### src/rtl/pdm_decimator.sv
// pdm_decimator: boxcar decimator that turns a 1-bit pulse-density stream
// into unsigned PCM samples by counting ones over a 2^C_decim clock window.
module pdm_decimator #(
  parameter int C_bits  = 12,
  parameter int C_decim = 8
) (
  input  logic              clk,
  input  logic              rst_n,
  input  logic              en,
  input  logic              pdm_in,
  output logic [C_bits-1:0] pcm,
  output logic              pcm_valid,
  output logic              clip
);

  logic               sync_meta;
  logic               s;
  logic [C_decim-1:0] wcnt;
  logic [C_decim:0]   acc;
  logic [C_decim:0]   sum;
  logic [C_decim-1:0] sat;
  logic               window_end;

  // Two-flop synchronizer for the asynchronous pin; runs regardless of en.
  always_ff @(posedge clk or negedge rst_n) begin
    if (!rst_n) begin
      sync_meta <= 1'b0;
      s         <= 1'b0;
    end else begin
      sync_meta <= pdm_in;
      s         <= sync_meta;
    end
  end

  // Running window sum including the current sample, saturated to C_decim bits.
  always_comb begin
    sum        = acc + {{C_decim{1'b0}}, s};
    sat        = sum[C_decim] ? {C_decim{1'b1}} : sum[C_decim-1:0];
    window_end = (wcnt == {C_decim{1'b1}});
  end

  // Window counter, accumulator and registered sample outputs; en low wins.
  always_ff @(posedge clk or negedge rst_n) begin
    if (!rst_n) begin
      wcnt      <= '0;
      acc       <= '0;
      pcm       <= '0;
      pcm_valid <= 1'b0;
      clip      <= 1'b0;
    end else if (!en) begin
      wcnt      <= '0;
      acc       <= '0;
      pcm_valid <= 1'b0;
    end else if (window_end) begin
      pcm       <= C_bits'(sat) << (C_bits - C_decim);
      clip      <= (sum == '0) || sum[C_decim];
      pcm_valid <= 1'b1;
      wcnt      <= '0;
      acc       <= '0;
    end else begin
      wcnt      <= wcnt + C_decim'(1);
      acc       <= sum;
      pcm_valid <= 1'b0;
    end
  end

endmodule

### config.mk
export PLATFORM = sky130hd
export DESIGN_NAME = pdm_decimator
export DESIGN_NICKNAME = d
export VERILOG_FILES = /design/src/rtl/pdm_decimator.sv
export SDC_FILE = /design/constraint.sdc
export NUM_CORES = 1
export LEC_CHECK = 0
export ABC_CLOCK_PERIOD_IN_PS = 4900
export CORE_UTILIZATION = 35
export DETAILED_ROUTE_END_ITERATION = 7
export HOLD_SLACK_MARGIN = 0.15
export SETUP_SLACK_MARGIN = 0.2
export SLEW_MARGIN = 20
export SYNTH_ARGS = -nofsm -noshare
export SYNTH_HDL_FRONTEND = slang
export SYNTH_SLANG_ARGS = --single-unit
### constraint.sdc
create_clock -name clk -period 4.9 [get_ports clk]
set_input_delay 0.735 -clock clk [delete_from_list [all_inputs] [get_ports clk]]
set_output_delay 0.735 -clock clk [all_outputs]
set_load 0.01 [all_outputs]
# After elaboration in Yosys (flattened, before gate mapping)
# Index checks and enable logic that the tools add are counted.
# totals
elab_cells	20
output_inout_bits	14
register_bits	29
input_bits	4
# op_classes
add_sub_neg	2
eq_ne	1
reduce_logical	3
muxes	7
# ops
operator	count
$mux W8	3
$mux W9	2
$add A9 B1 Y9	1
$logic_not A9 Y1	1
$add A8 B1 Y8 const B	1
$eq A8 B8 Y1 const B	1
$mux W1	2
$reduce_and A2 Y1	1
$logic_or A1 B1 Y1	1

# Longest topological paths before layout
# depth
ltp_word	3
mapped_depth	8

# Worst setup path before layout
# Ideal clock, no wire load.
# synth_path
kind	reg2reg
startpoint	register s
endpoint	register pcm[8]
setup_slack_ns	3.280
stages_incl_launch_ff	9
required_ns	4.773
t_arrival_ns	1.493
path_cell_list	dfrtp_1 > ha_1 > and4_1 > buf_4 > nand3_2 > xor2_1 > and2_1 > buf_6 > a21oi_2
# synth_between
elab_chain_cells	2
# synth_lines
item	line_no	text
from (decl)	17	logic s;
from (signal assigned)	31	s <= sync_meta;
$add A9 B1 Y9	37	sum = acc + {{C_decim{1'b0}}, s};
$mux W8	38	sat = sum[C_decim] ? {C_decim{1'b1}} : sum[C_decim-1:0];
to (signal assigned)	55	pcm <= C_bits'(sat) << (C_bits - C_decim);
to (decl)	11	output logic [C_bits-1:0] pcm,
# No other way between the ends.
# A chain may end at the register's enable or synchronous reset.

# Worst setup path after layout
# layout_path
startpoint	input en
endpoint	register pcm[8]
# layout_between
elab_chain_cells	1
# layout_lines
item	line_no	text
from (decl)	9	input logic en,
$reduce_and A2 Y1 (no line)	--	
# No other way between the ends.

==> results_dict.tcl <==
set metrics [dict create \
    outcome "completed" \
    startpoint_type "input port" \
    insertion_delay_ns 0.28 \
    wl_met3_um 89 \
    p_int_uw 352 \
    gp_congestion 0.784 \
    cpPeakStageDelay_ns 0.56 \
    grt_max_degree 30 \
    grt_pass1_wl_mm 4.06 \
    drtAntennaViolNets 0 \
    hold_violations 0 \
    core_area_sq_um 3690 \
    gr-total-overflow 0 \
    crit_buf_inv 1 \
    worstPathRequired_ns 5.05 \
    ioPinCount 18 \
    crit_path_frequent_cell "and2_1" \
    crit_slowest_cell "and2_1" \
    switchingPower_uw 104 \
    htreeDepth 2 \
    grt_use_total 0.135 \
    dp_worst_setup_slack_ns 2.43 \
    ys_seq_area_frac 0.537 \
    mostFrequentLayoutCell "dfrtp_1" \
    max_freq_mhz 457 \
    power_uw 456 \
    dr.pass1.iters 4 \
    p_sw_frac 0.228 \
    synth_top_family_by_area "simple AND/OR/NAND/NOR gates" \
    area_growth_pct 17.0 \
    power_frac_comb 0.059 \
    cp-end-kind "register" \
    ys_types 29 \
    min_period_ns 2.19 \
    dieArea_sq_um 4120 \
    vias 882 \
    grt_pass1_vias 909 \
    antenna_found_initial 0 \
    critical_path_peak_fanout 11 \
    worst_pin_slew_ns 0.623 \
    postCtsSetupBuffers 0 \
    stdcell_count 193 \
    via_per_inst 4.57 \
    drt-wirelength-per-cell_um 11.6 \
    final_cell_mix "dfrtp_1, nor2_1, clkdlybuf4s50_1" \
    fin_worst_skew_ns 0.00958 \
    whs_ns 0.353 \
    final_max_slew_viol_count 0 \
    nets 151 \
    syn-instance-count 129 \
    clock-sinks 29 \
    ctsResizeCount 0 \
    cts.clk_slew.worst_paths_ns 0.06 \
    critical-path-top-delay-family "simple AND/OR/NAND/NOR gates" \
    synth-xor-area-share 0.0907 \
    wirelength_mm 2.25 \
    yosys.area_share.adder 0.0278 \
    synth_area_sq_um 1350 \
    rsz0062_at_grt "no" \
    clockPowerShare 0.397 \
    route.detailed.drc 0 \
    num_antenna_cells 0 \
    cts_tree "yes" \
    cts_buffers 5 \
    port_buffers 13 \
    cts_hold_buf 0 \
    slew_headroom 0.585 \
    crit_chain "clkdlybuf4s50_1 -> and2_1 -> and2_1 -> a21oi_2" \
    async_reset_ff_frac 1.00 \
    peakVddDrop_mv 0.176 \
    drive_gt1_frac 0.131 \
    synth-simple-area-share 0.199 \
    die_y_um 64.2 \
    placed_cells 185 \
    muxShareOfSynthArea 0.00740 \
    crit_type "input port to register" \
    clk_path_buf_depth 2 \
    synth_seq_cells 29 \
    drtIter0Drc 22 \
    yosysWarningCount 0 \
    initial_core_util 0.367 \
    setup_tns_ns 0 \
    leakagePower_uw 0.000690 \
    hold_path_class "register to register" \
    maxCapViolations 0 \
    min_period_over_period 0.447 \
    power.density_nw_per_um2 288 \
    synth_enable_flop_cells 0 \
    fin_ws_ns 2.71 \
    clockRootBuffer "clkbuf_8" \
    pwr-share-seq 0.544 \
    dr_wl_met2_mm 1.01 \
    synth_compound_area_frac 0.0851 \
    maxUsedRoutingLayer "met4" \
    setup_viol 0 \
    hpwlAfterDp_mm 1.57 \
    num_rows 22 \
    wl_met1_mm 1.10 \
    syn_area_per_cell_sq_um 10.5 \
    arrival_ns 2.33 \
    synth_ff_type "dfrtp_1" \
    fp.dieW_um 64.2 \
]
-- layout make-up --
| class | count | area [sq um] |
|---|---|---|
| fill | 373 | 2110 |
| clock buffer | 6 | 72.6 |
| tap | 48 | 60.1 |
| multi-input combinational | 92 | 569 |
| sequential | 29 | 726 |
| clock inverter | 2 | 10.0 |
| inverter | 2 | 7.51 |
| timing repair buffer | 14 | 138 |
-- per-layer routing --
metal / global-route usage / vias up
li1: - / 443
met1: 0.165 / 418
met2: 0.205 / 16
met3: 0.0482 / 5
met4: 0.0750 / 0
met5: 0 / -
-- worst register-to-register path, stage by stage (launching register included) --
cell and delay, ns:
dfrtp_1 0.38, ha_1 0.23, nand2_1 0.09, nor3_1 0.19
and2_1 0.41, and2_1 0.56, a21oi_2 0.11
-- flip-flops by register name, summed over array words and instances (netlist names) --
signal / flops
acc: 9
pcm: 8
s: 1
wcnt: 8
clip: 1
sync_meta: 1
pcm_valid: 1
-- metrics by stage --
step                 util  area [sq um]
floorplan               -          1360
global placement    0.407          1500
detailed placement  0.407          1500
CTS                 0.429          1580
global route        0.429          1580
finish              0.429          1580
-- power by group through the flow --
stage	logic, uW	clock network [uW]	registers [uW]
floorplan	18.2	0	252
finish	26.8	181	248
global route	31.9	205	249
global placement	26.8	0	252
CTS	27.5	191	248
detailed placement	27.2	0	252
-- path summary, 6_finish.rpt --
path	start	endpoint	slack [ns]	cells after the start
setup / recovery	en	pcm[8]	2.71	4
hold / removal	sync_meta	s	0.35	0
setup reg to reg	wcnt[0]	pcm[8]	2.81	6
hold reg to reg	sync_meta	s	0.35	0
max in group asynchronous	rst_n	wcnt[3]	3.79	2
min in group asynchronous	rst_n	acc[6]	0.83	2
-- cells in the mapped netlist, types with 2 or more instances --
cell / count / share of area
dfrtp_1: 29 / 0.54
nor2_1: 25 / 0.069
xnor2_1: 6 / 0.039
a21oi_2: 9 / 0.058
xor2_1: 8 / 0.052
or3_1: 2 / 0.0092
nand3_1: 9 / 0.033
inv_1: 2 / 0.0056
and2_1: 4 / 0.018
a31oi_1: 2 / 0.0092
clkbuf_1: 2 / 0.0056
nand2_1: 7 / 0.019
nor3_1: 2 / 0.0074
ha_1: 3 / 0.028
buf_4: 5 / 0.028
-- cells by family (layout without fill, tap and decap cells) --
logic type               after synthesis  in the layout
AND/OR/NAND/NOR                       56             56
flip-flops                            29             29
AO/OA/AOI/OAI                         14             14
XOR/XNOR                              14             14
buffers and inverters                 11             24
adder cells (fa/ha/maj)                3              3
other                                  1              4
multiplexers                           1              1
No activity file was read; power rests on OpenSTA's default activity.
==> edit 1, RTL diff (same settings) <==
Change the parameter `C_bits` from 12 to 10.
--- a/src/rtl/pdm_decimator.sv
+++ b/src/rtl/pdm_decimator.sv
@@ -1,7 +1,7 @@
 // pdm_decimator: boxcar decimator that turns a 1-bit pulse-density stream
 // into unsigned PCM samples by counting ones over a 2^C_decim clock window.
 module pdm_decimator #(
-  parameter int C_bits  = 12,
+  parameter int C_bits  = 10,
   parameter int C_decim = 8
 ) (
   input  logic              clk,
Ports: changed (resized pcm); port bits go from 18 to 16. No check against the original RTL was run, so the function may have changed too.
==> edit 1 against the unedited design <==
Area after synthesis down 1.1%; maximum frequency up 4.1%; worst setup slack gained 86 ps; total power rose by 1.2%; sequential cell count unchanged; critical path depth unchanged; final area fell by 0.63%; routed wire length is 8.1% higher; clock skew decreased by 4.1 ps; largest cell class unchanged.
==> edit 1: results (changes against the unedited design) <==
Placed design
  • Final GP Congestion: 0.697 (was 0.784)
  • Hpwl dp: 1710 um (was 1570 um)
  • Placed inst area: 0.00149 mm^2 (was 0.00150 mm^2)
  • Placement Setup Slack: 2470 ps (was 2430 ps)

Global routing
  • First-pass GRT wire length: 4320 um (was 4060 um)
  • GRT met1 Usage: 0.180 (was 0.165)
  • Vias in the first global route: 916 (was 909)
  • GR Util met2: 0.215 (was 0.205)

Routing
  • DR WL/cell: 12.7 um (was 11.6 um)
  • Routed wl met2: 1080 um (was 1010 um)
  • Initial DRC Count: 28 (was 22)
  • Wire length on met1: 1150 um (was 1100 um)

Worst setup path
  • Max incr delay on CP: 520 ps (was 560 ps)
  • CP endpoint: pcm[7] (was pcm[8])
  • Slowest-stage cell, CP: clkdlybuf4s50_1 (was and2_1)
  • Worst R2R Setup Slack: 2860 ps (was 2810 ps)

Pwr
  • Cell leakage power: 0.000678 uW (was 0.000690 uW)

Timing
  • Worst-margin pin slew: 597 ps (was 623 ps)
  • Hold Worst Slack: 357 ps (was 353 ps)
  • Clock Skew: 5.48 ps (was 9.58 ps)

Finish
  • Layout cells sized above 1: 0.119 (was 0.131)
  • Final #Nets: 149 (was 151)
  • Fillers: 353 (was 373)

Status
  • Outcome: finished, final reports clean (unchanged)

Yosys
  • Synth top area cells: dfrtp_1, nor2_1, a21oi_2, xor2_1, xnor2_1 (unchanged)
  • Synthesized instance count: 127 (was 129)
[edit 1: worst reg2reg max path, delay by kind of cell (launching register included)]
family,cells,cell delay (ps)
AO/OA/AOI/OAI,1,110
adder cells (fa/ha/maj),1,230
AND/OR/NAND/NOR,4,1180
flip-flops,1,390
[edit 1: layout make-up]
type | instances | area, um^2 | area share
flip-flops and latches | 29 | 726 | 0.461
multi-input cells | 90 | 562 | 0.357
repair buffers | 14 | 138 | 0.0875
clock buffers | 8 | 80.1 | 0.0509
well taps | 48 | 60.1 | 0.0382
inverters | 2 | 7.51 | 0.00477
[edit 1: logic make-up after synthesis]
family / after synthesis / share of synthesized area
xor+xnor: 14 / 0.0917
compound gates: 14 / 0.0861
flops: 29 / 0.543
buf+inv: 9 / 0.0402
simple gates: 56 / 0.201
mux: 1 / 0.00748
other cells: 1 / 0.00280
fa+ha+maj: 3 / 0.0281
[edit 1: power by group]
part,internal (uW),switching (uW)
Sequential,244,4.55
Combinational,10.1,16.2
Clock,101,85.8
Total,355,107
==> edit 2, RTL diff (config.mk and constraints unchanged) <==
Without the edit above. Register the inputs `en` and `pdm_in` before use, with the module's reset. The logic sees them one clock later. Comments in the files are not updated.
--- a/src/rtl/pdm_decimator.sv
+++ b/src/rtl/pdm_decimator.sv
@@ -13,6 +13,19 @@
   output logic              clip
 );
 
+  logic en_q;
+  logic pdm_q;
+
+  always_ff @(posedge clk or negedge rst_n) begin
+    if (!rst_n) begin
+      en_q  <= '0;
+      pdm_q <= '0;
+    end else begin
+      en_q  <= en;
+      pdm_q <= pdm_in;
+    end
+  end
+
   logic               sync_meta;
   logic               s;
   logic [C_decim-1:0] wcnt;
@@ -27,7 +40,7 @@
       sync_meta <= 1'b0;
       s         <= 1'b0;
     end else begin
-      sync_meta <= pdm_in;
+      sync_meta <= pdm_q;
       s         <= sync_meta;
     end
   end
@@ -47,7 +60,7 @@
       pcm       <= '0;
       pcm_valid <= 1'b0;
       clip      <= 1'b0;
-    end else if (!en) begin
+    end else if (!en_q) begin
       wcnt      <= '0;
       acc       <= '0;
       pcm_valid <= 1'b0;
Check against the original RTL: same outputs for any inputs over 10 cycles, from zero or initial values and one cycle with rst_n low; that may be too few to reach the edited logic, so the function may still have changed.
==> edit 2 against the unedited design <==
Routed wire length rose by 10%; area after synthesis rose by 2.9%; first-iteration DRC count down 32%; largest power group unchanged; critical endpoint is now clip; sequential cell count increased by 2; worst setup slack improved by 160 ps; sequential share of layout area rose by 1.1 points; combinational power down 15%; largest cell class unchanged; critical path depth rose by 2; worst hold slack better by 6.0 ps; clock power grew 8%; total power is 6.2% higher; final area up 4.4%; count of clock-buffer cells in the layout unchanged.
==> edit 2: results (changes against the unedited design) <==
Yosys
  • Top cells by instance count after synthesis: dfrtp_1, nor2_1, a21oi_1 (was dfrtp_1, nor2_1, a21oi_2, nand3_1, xor2_1)
  • Synth Area per Inst: 10.8 um^2 (was 10.5 um^2)
  • Sequential fraction of the synthesis area: 0.558 (was 0.537)
  • Yosys warnings: 0 (unchanged)
  • Synth top area cells: dfrtp_1, nor2_1, xnor2_1, ha_1, a21oi_1 (was dfrtp_1, nor2_1, a21oi_2, xor2_1, xnor2_1)

Clock tree
  • CTS sink cnt: 31 (was 29)
  • Worst skew pair latency: 270 ps

Global routing
  • GRT met1 Usage: 0.176 (was 0.165)
  • Total Routing Usage GR: 0.146 (was 0.135)
  • Vias in the first global route: 955 (was 909)
  • GR Util met3: 0.0493 (was 0.0482)
  • First-pass GRT wire length: 4410 um (was 4060 um)
  • GR Util met2: 0.215 (was 0.205)
  • Largest net degree at the start of global routing: 32 (was 30)

Timing
  • Clock Skew: 3.18 ps (was 9.58 ps)
  • Period minus WS final: 2030 ps (was 2190 ps)
  • Worst-margin pin slew: 523 ps (was 623 ps)

Routing
  • DR vias: 933 (was 882)
  • Initial DRC Count: 15 (was 22)
  • DR WL/cell: 12.6 um (was 11.6 um)
  • Wire length on met1: 1110 um (was 1100 um)
  • Met3 wire len: 79 um (was 89 um)
  • Routed wl met2: 1190 um (was 1010 um)

Finish
  • Final #Nets: 156 (was 151)
  • FF/Latch Area: 776 um^2 (was 726 um^2)
  • Multi-input combinational area share: 0.347 (was 0.360)
  • Signal buf overhead: 0.0878 (was 0.0870)
  • Largest regs: acc x9, pcm x8, wcnt x8 (unchanged)
  • Post-Layout Cell Count: 196 (was 193)
  • Clock buf/inv share: 0.0530 (was 0.0522)
  • Bufs w/o clock: 15 (was 14)
  • Signal inverters: 3 (was 2)
  • Fillers: 382 (was 373)
  • Layout cells sized above 1: 0.108 (was 0.131)
  • Area delta synth->final: 18.8% (was 17.0%)
  • Final Util: 0.442 (was 0.429)

Worst setup path
  • CP startpoint: s (was en)
  • Top Family by Delay on Critical Path: compound AO/OA/AOI/OAI gates (was simple AND/OR/NAND/NOR gates)
  • RR Endpoint: clip (was pcm[8])
  • Worst r2r src: s (was wcnt[0])
  • Worst-path maximum fanout: 9 (was 11)
  • Slowest-stage cell, CP: nor4_4 (was and2_1)
  • Max incr delay on CP: 480 ps (was 560 ps)

Status
  • Outcome: finished, final reports clean (unchanged)

Placed design
  • Hpwl dp: 1800 um (was 1570 um)
  • Final GP Congestion: 0.835 (was 0.784)
  • Placement Setup Slack: 2880 ps (was 2430 ps)
  • Placed Cells: 189 (was 185)
  • Placed inst area: 0.00157 mm^2 (was 0.00150 mm^2)

Pwr
  • Cell Pwr Density: 293 mW/mm^2 (was 288 mW/mm^2)
  • Peak supply drop: 0.154 mV (was 0.176 mV)
  • Cell leakage power: 0.000718 uW (was 0.000690 uW)
-- edit 2: logic make-up after synthesis --
group                      count (synthesis)  share of synthesized area
DFF                                       31                      0.558
other                                      1                    0.00270
xor gates and xnor gates                  12                     0.0755
and+or+nand+nor                           55                      0.208
AOI/OAI and AO/OA                         16                     0.0746
adders and majority gates                  4                     0.0360
buffers and inverters                      9                     0.0387
muxes                                      1                    0.00719
-- edit 2: worst min path at each step --
stage,start,endpoint,slack (ps),cells after the start
6_report,sync_meta,s,360,0
5_1_grt,sync_meta,s,380,0
4_1_cts,sync_meta,s,360,0
3_5_place_dp,pdm_q,sync_meta,340,0
3_3_place_gp,pdm_q,sync_meta,340,0
2_1_floorplan,sync_meta,s,330,0
-- edit 2: report_power, final --
part           total [uW]  switching [uW]  internal [uW]  leakage [uW]
Combinational        22.8            14.1           8.73      0.000251
Clock                 195            85.5            110     0.0000470
Sequential            266            4.77            261      0.000420
Total                 484             104            380      0.000718
